[src/rtl/sha256_pkg.sv]
// Shared constants and helpers for the SHA-256 output stages.
package sha256_pkg;

  localparam int unsigned DIGEST_W     = 256;
  localparam int unsigned DIGEST_BYTES = 32;
  localparam int unsigned HEX_CHARS    = 64;

  localparam logic [0:0] ST_IDLE = 1'b0;
  localparam logic [0:0] ST_SEND = 1'b1;

  function automatic logic [7:0] nibble_to_ascii(input logic [3:0] nib);
    if (nib < 4'd10) begin
      return 8'h30 + {4'h0, nib};
    end else begin
      return 8'h57 + {4'h0, nib};
    end
  endfunction

endpackage

[src/rtl/sha256_digest_serializer.sv]
// Captures a 256-bit digest and streams it MSB-first as raw bytes or lowercase ASCII hex
// over a valid/ready byte interface.
module sha256_digest_serializer
  import sha256_pkg::*;
#(
  parameter bit HEX_ASCII = 1'b0,
  parameter bit APPEND_LF = 1'b0
) (
  input  logic                clk,
  input  logic                reset,
  input  logic [DIGEST_W-1:0] hash_in,
  input  logic                hash_valid,
  output logic [7:0]          out_data,
  output logic                out_valid,
  input  logic                out_ready,
  output logic                out_last,
  output logic                busy,
  output logic                overrun
);

  localparam int unsigned NUM_SYM  = HEX_ASCII ? (APPEND_LF ? HEX_CHARS + 1 : HEX_CHARS)
                                               : DIGEST_BYTES;
  localparam logic [6:0]  LAST_CNT = 7'(NUM_SYM - 1);
  localparam logic [6:0]  LF_CNT   = 7'(HEX_CHARS);
  localparam int unsigned SHIFT_W  = HEX_ASCII ? 4 : 8;

  logic [0:0]          state_q, state_d;
  logic [DIGEST_W-1:0] hold_q, hold_d;
  logic [6:0]          cnt_q, cnt_d;
  logic                overrun_q, overrun_d;

  logic sending, fire, last_fire;

  assign sending   = (state_q == ST_SEND);
  assign fire      = sending && out_ready;
  assign last_fire = fire && (cnt_q == LAST_CNT);

  always_comb begin
    state_d   = state_q;
    hold_d    = hold_q;
    cnt_d     = cnt_q;
    overrun_d = overrun_q;

    if (!sending) begin
      if (hash_valid) begin
        hold_d  = hash_in;
        cnt_d   = '0;
        state_d = ST_SEND;
      end
    end else if (last_fire) begin
      // A pulse coinciding with the final handshake is accepted back-to-back.
      if (hash_valid) begin
        hold_d = hash_in;
        cnt_d  = '0;
      end else begin
        hold_d  = '0;
        state_d = ST_IDLE;
      end
    end else begin
      if (fire) begin
        hold_d = hold_q << SHIFT_W;
        cnt_d  = cnt_q + 7'd1;
      end
      if (hash_valid) begin
        overrun_d = 1'b1;
      end
    end
  end

  always_ff @(posedge clk) begin
    if (reset) begin
      state_q   <= ST_IDLE;
      hold_q    <= '0;
      cnt_q     <= '0;
      overrun_q <= 1'b0;
    end else begin
      state_q   <= state_d;
      hold_q    <= hold_d;
      cnt_q     <= cnt_d;
      overrun_q <= overrun_d;
    end
  end

  always_comb begin
    out_data = 8'h00;
    if (sending) begin
      if (HEX_ASCII && APPEND_LF && (cnt_q == LF_CNT)) begin
        out_data = 8'h0A;
      end else if (HEX_ASCII) begin
        out_data = nibble_to_ascii(hold_q[DIGEST_W-1 -: 4]);
      end else begin
        out_data = hold_q[DIGEST_W-1 -: 8];
      end
    end
  end

  assign out_valid = sending;
  assign busy      = sending;
  assign out_last  = sending && (cnt_q == LAST_CNT);
  assign overrun   = overrun_q;

endmodule

[config.mk]
export PLATFORM = sky130hd
export DESIGN_NAME = sha256_digest_serializer
export DESIGN_NICKNAME = d
export VERILOG_FILES = /design/src/rtl/sha256_pkg.sv /design/src/rtl/sha256_digest_serializer.sv
export SDC_FILE = /design/constraint.sdc
export NUM_CORES = 1
export LEC_CHECK = 0
export ABC_AREA = 1
export BUFFER_PORTS_ARGS = -buffer_cell sky130_fd_sc_hd__buf_2
export CORE_ASPECT_RATIO = 0.8
export CORE_MARGIN = 2
export CORE_UTILIZATION = 30
export DETAILED_ROUTE_END_ITERATION = 7
export SYNTH_ARGS = -nofsm -noshare
export SYNTH_HDL_FRONTEND = slang
export SYNTH_SLANG_ARGS = --single-unit
[constraint.sdc]
create_clock -name clk -period 4.81 [get_ports clk]
set_clock_uncertainty 0.1 [all_clocks]
set_input_delay 0.2405 -clock clk [delete_from_list [all_inputs] [get_ports clk]]
set_output_delay 0.2405 -clock clk [all_outputs]
set_load 0.05 [all_outputs]
==> results.sh, run 1 <==
export IMPL_status="finished, final reports clean"
export IMPL_crit_arrival_ns=3.49
export IMPL_synth_flop_cell="dfxtp_1"
export IMPL_syn_nets=2345
export IMPL_fmax_mhz=323
export IMPL_hold_path_depth=5
export IMPL_die_area_um2=47900
export IMPL_worstReg2RegStart="busy$_SDFF_PP0_"
export IMPL_worst_hold_startpoint="out_ready"
export IMPL_hold_path_endpoint="cnt_q[1]$_SDFFE_PP0P_"
export IMPL_synthXorXnorAreaFrac_pct=0
export IMPL_slew_headroom_pct=13.9
export IMPL_syn_inst=2084
export IMPL_num_vias=15216
export IMPL_dp_hpwl_mm=24.8
export IMPL_synth_top_family_by_area="simple AND/OR/NAND/NOR gates"
export IMPL_core_area_um2=45600
export IMPL_drt_pass1_iter_count=8
export IMPL_clockRootBuffer="clkbuf_16"
export IMPL_whs_ns=0.0770
export IMPL_fin_area_um2=18700
export IMPL_period_minus_slack_ns=3.10
export IMPL_internal_power_mw=4.27
export IMPL_combinationalPowerShare_pct=19.1
export IMPL_seq_power_share_pct=41.9
export IMPL_hold_viol=0
export IMPL_clkSlewWorstSetupHoldPaths_ns=0.06
export IMPL_synthSimpleGateAreaFrac_pct=26.9
export IMPL_worst_hold_path_type="in -> reg"
export IMPL_post_route_drc_count=0
export IMPL_use_met1_pct=24.5
export IMPL_die_width_um=244
export IMPL_cp_required_ns=5.20
export IMPL_drt_initial_drc_count=1391
export IMPL_setup_tns_ns=0
export IMPL_portBuffers=271
export IMPL_p_total_mw=5.98
export IMPL_timing_final_crit_share_pct=64.4
export IMPL_ys_types=27
export IMPL_ios=272
export IMPL_chipHeight_um=196
export IMPL_yosysWarnings=0
export IMPL_synth_seq_cells=265
export IMPL_drv_cap=0
export IMPL_synthArstFlopShare_pct=0
export IMPL_start_util_pct=30.3
export IMPL_cts_buffers=30
export IMPL_synth_top_cells_by_area="dfxtp_1 38%, nand3_1 18%, o21ai_0 9.4%, a21oi_1 8.8%, inv_1 7.8%"
export IMPL_cts_htree_levels=1
export IMPL_cp_max_fo=228
export IMPL_r2r_slack_ns=1.71
export IMPL_viasPerCell=4.91
export IMPL_rr_endpoint="hold_q[72]$_SDFFE_PP0P_"
export IMPL_syn_area_per_cell_um2=6.65
export IMPL_grt_usage_pct=18.2
export IMPL_insertion_delay_ns=0.56
export IMPL_grt_pass1_wl_mm=74.4
export IMPL_clkPwrFrac_pct=39.0
export IMPL_switching_share_pct=28.6
export IMPL_netlist_area_leader_share_pct=38.3
export IMPL_busiest_layer="met2"
export IMPL_irDropWorstVdd_uv=245
export IMPL_gp_congestion=0.815
export IMPL_cts_num_sinks=265
export IMPL_ant_nets=0
export IMPL_muxShareOfSynthArea_pct=0
export IMPL_rsz0062_at_grt="no"
export IMPL_cts_setup_buffers=0
export IMPL_grt_max_degree=253
export IMPL_yosysSeqAreaShare_pct=38.3
export IMPL_synthAdderAreaFrac_pct=0.0904
export IMPL_dp_cells=2782
export IMPL_synth_compound_area_share_pct=19.3
export IMPL_critical_path_startpoint_type="flop"
export IMPL_syn2layout_area_growth_pct=35.4
export IMPL_postPlaceCellArea_um2=15100
export IMPL_avgRoutedWirePerCell_um=14.8
export IMPL_endpoint_kind="flop"
export IMPL_p_switching_mw=1.71
export IMPL_drv_slew=0
export IMPL_fin_cells=3098
export IMPL_netlist_area_um2=13800
export IMPL_power_density_nw_per_um2=319
export IMPL_met2_usage_pct=30.3
export IMPL_antenna_found_initial=2
export IMPL_cts_tree="yes"
export IMPL_p_leak_nw=9.14
export IMPL_gr_total_overflow=0
export IMPL_cts_buffer_depth=3
export IMPL_r2r_cells=5
export IMPL_grtUsageMet3_pct=2.56
export IMPL_drt_wl_total_mm=45.8
export IMPL_critPathKind="reg -> reg"
export IMPL_worstMarginPinSlew_ns=1.29
export IMPL_grt_pass1_vias=14824
export IMPL_rows=70
export IMPL_synth_edff_count=0
export IMPL_drive_above_1_share_pct=14.6
export IMPL_setup_viol=0
export IMPL_synth_top_area_cell="dfxtp_1"
export IMPL_nNetsFinal=2722
==> state kept, by name, summed over array words and instances, names as in the netlist <==
name / cells
hold_q: 256
cnt_q: 7
busy: 1
overrun: 1
==> logic make-up after synthesis <==
logic type | count (synthesis)
DFF | 265
adders and majority gates | 1
AOI/OAI and AO/OA | 525
buffers and inverters | 490
and+or+nand+nor | 803
==> layout by cell type (no fill, tap or decap), types with 3 or more instances in the layout <==
cell type and count:
nand3_2 10, dlygate4sd3_1 259, a21oi_1 243, nand2_1 285
clkbuf_1 6, dfxtp_1 264, inv_1 289, buf_12 6
clkbuf_8 8, o21ai_1 8, nand3_1 495, clkinv_2 6
clkbuf_16 32, inv_2 3, nor2_1 6, buf_4 6
o21ai_0 259, a21oi_2 10, buf_2 271
==> worst max-delay path, stage by stage (launching register included) <==
cell     delay, ns
dfxtp_4       0.35
buf_4         0.40
o21ai_4       0.91
buf_12        0.60
o21ai_0       0.26
a21oi_2       0.16
==> how the worst max path moves through the flow <==
stage	from	end	depth (start not counted)
floorplan	busy$_SDFF_PP0_	out_last	5
global route	busy$_SDFF_PP0_	hold_q[74]$_SDFFE_PP0P_	5
detailed placement	busy$_SDFF_PP0_	hold_q[132]$_SDFFE_PP0P_	6
finish	busy$_SDFF_PP0_	hold_q[72]$_SDFFE_PP0P_	5
global placement	busy$_SDFF_PP0_	hold_q[132]$_SDFFE_PP0P_	6
CTS	busy$_SDFF_PP0_	hold_q[132]$_SDFFE_PP0P_	6
==> metal layers <==
metal	up-vias	wire length [µm]
met5	-	0
met3	99	2330
li1	7603	-
met4	0	1310
met1	7029	20500
met2	485	21600
==> cells in the mapped netlist, types with 2 or more instances <==
master	instances
buf_6	17
o21ai_0	259
nand2_2	2
inv_2	3
nand3_1	495
a31oi_1	2
nand2_1	286
buf_4	17
buf_12	2
o21ai_1	9
clkbuf_1	106
buf_2	46
buf_1	8
dfxtp_1	265
nor2_1	6
a21oi_2	10
a21oi_1	243
inv_1	289
nand3_2	11
==> power by group through the flow <==
| stage | logic (mW) | registers (mW) | clock network [mW] |
|---|---|---|---|
| floorplan | 0.716 | 2.52 | 0 |
| global placement | 0.953 | 2.55 | 0 |
| detailed placement | 0.967 | 2.55 | 0 |
| CTS | 1.14 | 2.50 | 2.41 |
| global route | 1.29 | 2.53 | 2.49 |
| finish | 1.14 | 2.51 | 2.33 |
==> final cells by class <==
cell class / instances / area, µm²
fill: 4602 / 26900
multi-input combinational: 1329 / 6440
sequential: 265 / 5310
timing repair buffer: 542 / 4110
inverter: 293 / 1100
clock buffer: 46 / 933
tap: 612 / 766
clock inverter: 9 / 76.3
antenna: 2 / 5.00
==> what timing repair did <==
action / in CTS / in global routing
hold endpoints to repair: 261 / 0
hold buffers: 259 / 0
resized for setup: 0 / 0
==> metrics by stage <==
step,utilization (%),setup slack [ns]
6_report,41.1,1.71
5_1_grt,41.1,1.52
4_1_cts,41.1,1.82
3_5_place_dp,33.2,1.83
3_3_place_gp,33.2,1.80
2_1_floorplan,-,2.27
Power figures use the tool's default switching activity.
==> inputs of run 2 (changes only) <==
Clock period 4.81 ns to 2.59 ns, I/O delays scaled along.
==> run 2 against run 1 <==
Sequential power rose by 86%. Global-route usage increased by 0.37 points. Fmax is 31% higher. Hold slack better by 0.19 ns. Critical path type unchanged. Largest cell class unchanged. Largest power group unchanged. Highest routed layer unchanged.
==> results.sh, run 2 (synthesis gave the netlist of run 1 again) <==
export IMPL_syn2layout_area_growth_pct=38.2
export IMPL_drv_cap=0
export IMPL_p_leak_nw=9.34
export IMPL_worst_hold_path_type="in -> reg"
export IMPL_antenna_found_initial=0
export IMPL_drt_initial_drc_count=1203
export IMPL_largest_register="hold_q"
export IMPL_post_route_drc_count=0
export IMPL_chipHeight_um=196
export IMPL_power_density_nw_per_um2=595
export IMPL_slew_headroom_pct=51.9
export IMPL_drive_above_1_share_pct=15.4
export IMPL_worstMarginPinSlew_ns=0.722
export IMPL_r2r_slack_ns=0.22
export IMPL_grt_usage_pct=18.6
export IMPL_mostFrequentLayoutCell="nand3_1"
export IMPL_critPathKind="reg -> reg"
export IMPL_dp_slack_ns=0.424
export IMPL_r2r_cells=10
export IMPL_cp_required_ns=3.00
export IMPL_cts_buffer_depth=3
export IMPL_fin_ws_ns=0.224
export IMPL_dp_hpwl_mm=26.2
export IMPL_die_area_um2=47900
export IMPL_cts_tree="yes"
export IMPL_period_minus_slack_ns=2.37
export IMPL_rsz0062_at_grt="no"
export IMPL_cp_max_fo=101
export IMPL_cts_num_sinks=265
export IMPL_drv_slew=0
export IMPL_avgRoutedWirePerCell_um=15.0
export IMPL_start_util_pct=30.3
export IMPL_rr_endpoint="cnt_q[3]$_SDFFE_PP0P_"
export IMPL_grt_pass1_wl_mm=75.1
export IMPL_ant_nets=0
export IMPL_diodes=0
export IMPL_largest_reg_flops=256
export IMPL_grt_max_degree=139
export IMPL_endpoint_kind="flop"
export IMPL_grt_pass1_vias=14808
export IMPL_gp_congestion=0.809
export IMPL_hold_path_endpoint="hold_q[25]$_SDFFE_PP0P_"
export IMPL_crit_slowest_cell="dlygate4sd3_1"
export IMPL_drt_wl_total_mm=46.7
export IMPL_setup_viol=0
export IMPL_worst_hold_startpoint="hash_in[25]"
export IMPL_clkSlewWorstSetupHoldPaths_ns=0.06
export IMPL_critical_path_startpoint_type="flop"
export IMPL_setup_tns_ns=0
export IMPL_insertion_delay_ns=0.57
export IMPL_hold_viol=0
export IMPL_ios=272
export IMPL_reg_top3="hold_q: 256 flops, cnt_q: 7 flops"
export IMPL_max_stage_delay_ns=0.56
export IMPL_fmax_mhz=423
export IMPL_nNetsFinal=2747
export IMPL_status="finished, final reports clean"
export IMPL_cts_htree_levels=1
export IMPL_core_area_um2=45600
export IMPL_path_cells="ha_1 -> nand3_1 -> inv_2 -> nand3_4 -> buf_12 -> nand2_1 -> nand2_1 -> nand3_1 -> a21oi_1 -> dlygate4sd3_1"
export IMPL_timing_final_crit_share_pct=91.4
export IMPL_die_width_um=244
export IMPL_drt_pass1_iter_count=5
export IMPL_crit_arrival_ns=2.78
export IMPL_viasPerCell=4.93
export IMPL_cts_buffers=31
export IMPL_gr_total_overflow=0
export IMPL_clockRootBuffer="clkbuf_16"
export IMPL_final_cell_mix="495 x nand3_1, 289 x inv_1, 285 x nand2_1, 271 x buf_2, 264 x dfxtp_1"
export IMPL_rows=70
export IMPL_irDropWorstVdd_uv=467
export IMPL_worstReg2RegStart="cnt_q[0]$_SDFFE_PP0P_"
export IMPL_num_vias=15392
export IMPL_hold_path_depth=4
export IMPL_portBuffers=271
-- run 2: cell count changes in the layout (fill, tap and decap cells not counted), moves of 2 or more --
cell,previous run,this run
buf_12,6,21
buf_4,6,14
bufinv_16,1,3
clkbuf_8,8,4
clkinv_2,6,8
diode_2,2,0
-- run 2: repair_timing --
action	4_1_cts	5_1_grt
hold buffers	260	0
resized for setup	0	0
hold endpoints to repair	265	0
setup buffers	0	0
-- run 2: worst max path at each step --
stage                                      from  slack [ns]                      end
after floorplan                 busy$_SDFF_PP0_        0.16                 out_last
after global placement    cnt_q[0]$_SDFFE_PP0P_        0.43  hold_q[30]$_SDFFE_PP0P_
after detailed placement  cnt_q[0]$_SDFFE_PP0P_        0.42  hold_q[45]$_SDFFE_PP0P_
after CTS                 cnt_q[0]$_SDFFE_PP0P_        0.23    cnt_q[3]$_SDFFE_PP0P_
after global routing      cnt_q[0]$_SDFFE_PP0P_         0.1    cnt_q[3]$_SDFFE_PP0P_
final                     cnt_q[0]$_SDFFE_PP0P_        0.22    cnt_q[3]$_SDFFE_PP0P_
-- run 2: routing by layer --
layer	up-vias	track usage (%)	wire (µm)
met5	-	0	0
li1	7658	-	-
met2	494	30.5	21900
met1	7106	24.3	20700
met3	134	2.85	2330
met4	0	7.90	1850
-- run 2: stage by stage --
step / total power, mW / area, µm² / utilization, % / cells / hold WS, ns
2_1_floorplan: 6.02 / 13800 / - / 2084 / 0.0986
3_3_place_gp: 6.59 / 15500 / 34.0 / 2805 / 0.297
3_5_place_dp: 6.62 / 15500 / 34.0 / 2805 / 0.301
4_1_cts: 11.5 / 19100 / 41.9 / 3121 / 0.238
5_1_grt: 12.0 / 19100 / 41.9 / 3121 / 0.253
6_report: 11.4 / 19100 / 41.9 / 3121 / 0.272
-- run 2: power breakdown --
group	leakage (nW)	internal [mW]	switching, mW
sequential	2.20	4.47	0.196
combinational	6.63	0.964	1.24
clock	0.512	2.66	1.86
total	9.34	8.09	3.29
-- run 2: cell type report --
type / instances / area [µm²]
fillers: 4603 / 26500
multi-input cells: 1329 / 6440
flip-flops and latches: 265 / 5310
repair buffers: 566 / 4480
inverters: 293 / 1100
clock buffers: 42 / 878
well taps: 612 / 766
clock inverters: 14 / 155
-- run 2: worst max-delay path, delay by kind of cell (launching register included) --
family | cells | cell delay (ns)
buffers and inverters | 3 | 0.99
AND/OR/NAND/NOR | 5 | 0.49
flip-flops | 1 | 0.33
adder cells (fa/ha/maj) | 1 | 0.23
AO/OA/AOI/OAI | 1 | 0.13
==> inputs of run 3 (changes only) <==
Settings changed: REMOVE_ABC_BUFFERS set to 1.
Clock period 2.59 ns to 2.32 ns, I/O delays scaled along.
==> run 3 against run 2 <==
Core utilization is 0.46 points higher. Sequential power is 12% higher. Critical path depth is 5 lower. Final cell count is 0.90% higher. First-iteration DRC count is 11% lower. Via count hardly changed. Non-clock buffer count is 30 higher.
==> results.sh, run 3 (synthesis gave the netlist of run 1 again) <==
export IMPL_status="finished, final reports clean"
export IMPL_core_area_um2=45600
export IMPL_cts_htree_levels=1
export IMPL_grt_usage_pct=18.1
export IMPL_worst_hold_path_type="in -> reg"
export IMPL_irDropWorstVdd_uv=523
export IMPL_crit_slowest_cell="dfxtp_4"
export IMPL_rows=70
export IMPL_p_total_mw=12.4
export IMPL_worst_path_dominant_cell_family="buffers and inverters"
export IMPL_fin_ws_ns=0.186
export IMPL_cp_required_ns=2.10
export IMPL_mostFrequentLayoutCell="nand3_1"
export IMPL_fmax_mhz=469
export IMPL_dp_hpwl_mm=25.9
export IMPL_setup_viol=0
export IMPL_multi_input_area_um2=6440
export IMPL_combinationalPowerShare_pct=20.1
export IMPL_hold_viol=0
export IMPL_p_leak_nw=9.47
export IMPL_grt_pass1_wl_mm=73.3
export IMPL_power_density_nw_per_um2=639
export IMPL_grt_pass1_vias=14740
export IMPL_whs_ns=0.262
export IMPL_critPathKind="reg -> out"
export IMPL_avgRoutedWirePerCell_um=14.3
export IMPL_gp_congestion=0.815
export IMPL_crit_arrival_ns=1.92
export IMPL_path_cells="buf_8 -> buf_16 -> nand2_1 -> inv_1 -> buf_2"
export IMPL_seq_power_share_pct=42.1
export IMPL_reg_top3="hold_q: 256 flops, cnt_q: 7 flops"
export IMPL_r2r_cells=7
export IMPL_seq_area_um2=5310
export IMPL_cts_buffers=30
export IMPL_clockRootBuffer="clkbuf_16"
export IMPL_nFillCells=4596
export IMPL_drv_slew=0
export IMPL_chipHeight_um=196
export IMPL_drt_initial_drc_count=1072
export IMPL_finish_utilization_pct=42.4
export IMPL_slew_headroom_pct=63.3
export IMPL_die_width_um=244
export IMPL_portBuffers=271
export IMPL_crit_cells=5
export IMPL_drt_wl_total_mm=45.2
export IMPL_cts_buffer_depth=3
export IMPL_dp_slack_ns=0.222
export IMPL_drt_pass1_iter_count=5
export IMPL_p_switching_mw=3.55
export IMPL_num_vias=15398
export IMPL_post_route_drc_count=0
export IMPL_antenna_found_initial=0
export IMPL_hold_path_depth=4
export IMPL_endpoint_kind="output pin"
export IMPL_clkPwrFrac_pct=37.8
export IMPL_nNetsFinal=2776
export IMPL_die_area_um2=47900
export IMPL_critical_path_startpoint_type="flop"
export IMPL_internal_power_mw=8.80
export IMPL_diodes=0
export IMPL_rsz0062_at_grt="no"
export IMPL_cp_max_fo=47
export IMPL_cts_num_sinks=265
export IMPL_largest_reg_flops=256
export IMPL_critical_path_buf_inv_count=4
export IMPL_drv_cap=0
export IMPL_largest_register="hold_q"
export IMPL_worstMarginPinSlew_ns=0.550
export IMPL_timing_final_crit_share_pct=92.0
export IMPL_switching_share_pct=28.8
export IMPL_fin_area_um2=19300
export IMPL_max_stage_delay_ns=0.42
export IMPL_start_util_pct=30.3
export IMPL_ios=272
export IMPL_ant_nets=0
export IMPL_cts_tree="yes"
export IMPL_period_minus_slack_ns=2.13
export IMPL_grt_max_degree=101
export IMPL_syn2layout_area_growth_pct=39.7
export IMPL_clkSlewWorstSetupHoldPaths_ns=0.06
export IMPL_viasPerCell=4.89
export IMPL_postPlaceCellArea_um2=15600
export IMPL_final_cell_mix="495 x nand3_1, 289 x inv_1, 285 x nand2_1, 271 x buf_2, 264 x dfxtp_1"
export IMPL_gr_total_overflow=0
export IMPL_insertion_delay_ns=0.56
export IMPL_drive_above_1_share_pct=16.4
-- run 3: cell types whose count changed in the layout (fill, tap and decap cells not counted), moves of 2 or more --
cell       delta
buf_12        -4
bufinv_16     -2
buf_8         +3
buf_4        +26
-- run 3: what timing repair did --
| action | 4_1_cts | 5_1_grt |
|---|---|---|
| hold buffers | 260 | 0 |
| resized for setup | 3 | 6 |
| cloned | 1 | 2 |
| buffers inserted | 0 | 5 |
| endpoints found under the hold margin | 265 | 0 |
| setup endpoints to repair | 10 | 12 |
-- run 3: final cells by class --
type / instances / share of cell area (%)
clock buffers: 43 / 4.50
multi-input cells: 1329 / 33.3
inverters: 293 / 5.71
well taps: 612 / 3.96
clock inverters: 11 / 0.466
flip-flops and latches: 265 / 27.4
repair buffers: 596 / 24.6
-- run 3: path summary, 6_finish.rpt --
kind,startpoint,slack [ns],to
hold reg to reg,overrun$_SDFFE_PP0P_,0.37,overrun$_SDFFE_PP0P_
setup reg to reg,busy$_SDFF_PP0_,0.19,cnt_q[3]$_SDFFE_PP0P_
setup / recovery,busy$_SDFF_PP0_,0.19,out_data[4]
hold / removal,hash_in[70],0.26,hold_q[70]$_SDFFE_PP0P_
-- run 3: metal layers --
layer	up-vias	wire length (µm)	GRT usage (%)
li1	7717	-	-
met1	7064	20300	24.1
met2	490	21100	29.6
met3	127	2130	2.45
met4	0	1700	7.38
met5	-	0	0
-- run 3: worst reg2reg max path: stages (launching register included) --
cell	delay [ns]
dfxtp_4	0.39
buf_4	0.15
o21ai_4	0.21
buf_12	0.30
inv_1	0.18
nand2_1	0.09
a21oi_1	0.06
dlygate4sd3_1	0.55
-- run 3: through the flow --
step                instances  setup TNS [ns]
global route             3149               0
floorplan                1887        -5933.33
detailed placement       2827               0
finish                   3149               0
CTS                      3142          -0.642
global placement         2827               0
-- run 3: power groups by stage --
| stage | Clock [mW] | Combinational (mW) | Sequential (mW) |
|---|---|---|---|
| floorplan | 0 | 1.94 | 5.30 |
| global placement | 0 | 2.06 | 5.28 |
| detailed placement | 0 | 2.10 | 5.29 |
| CTS | 4.83 | 2.46 | 5.19 |
| global route | 4.98 | 2.81 | 5.25 |
| finish | 4.67 | 2.49 | 5.20 |
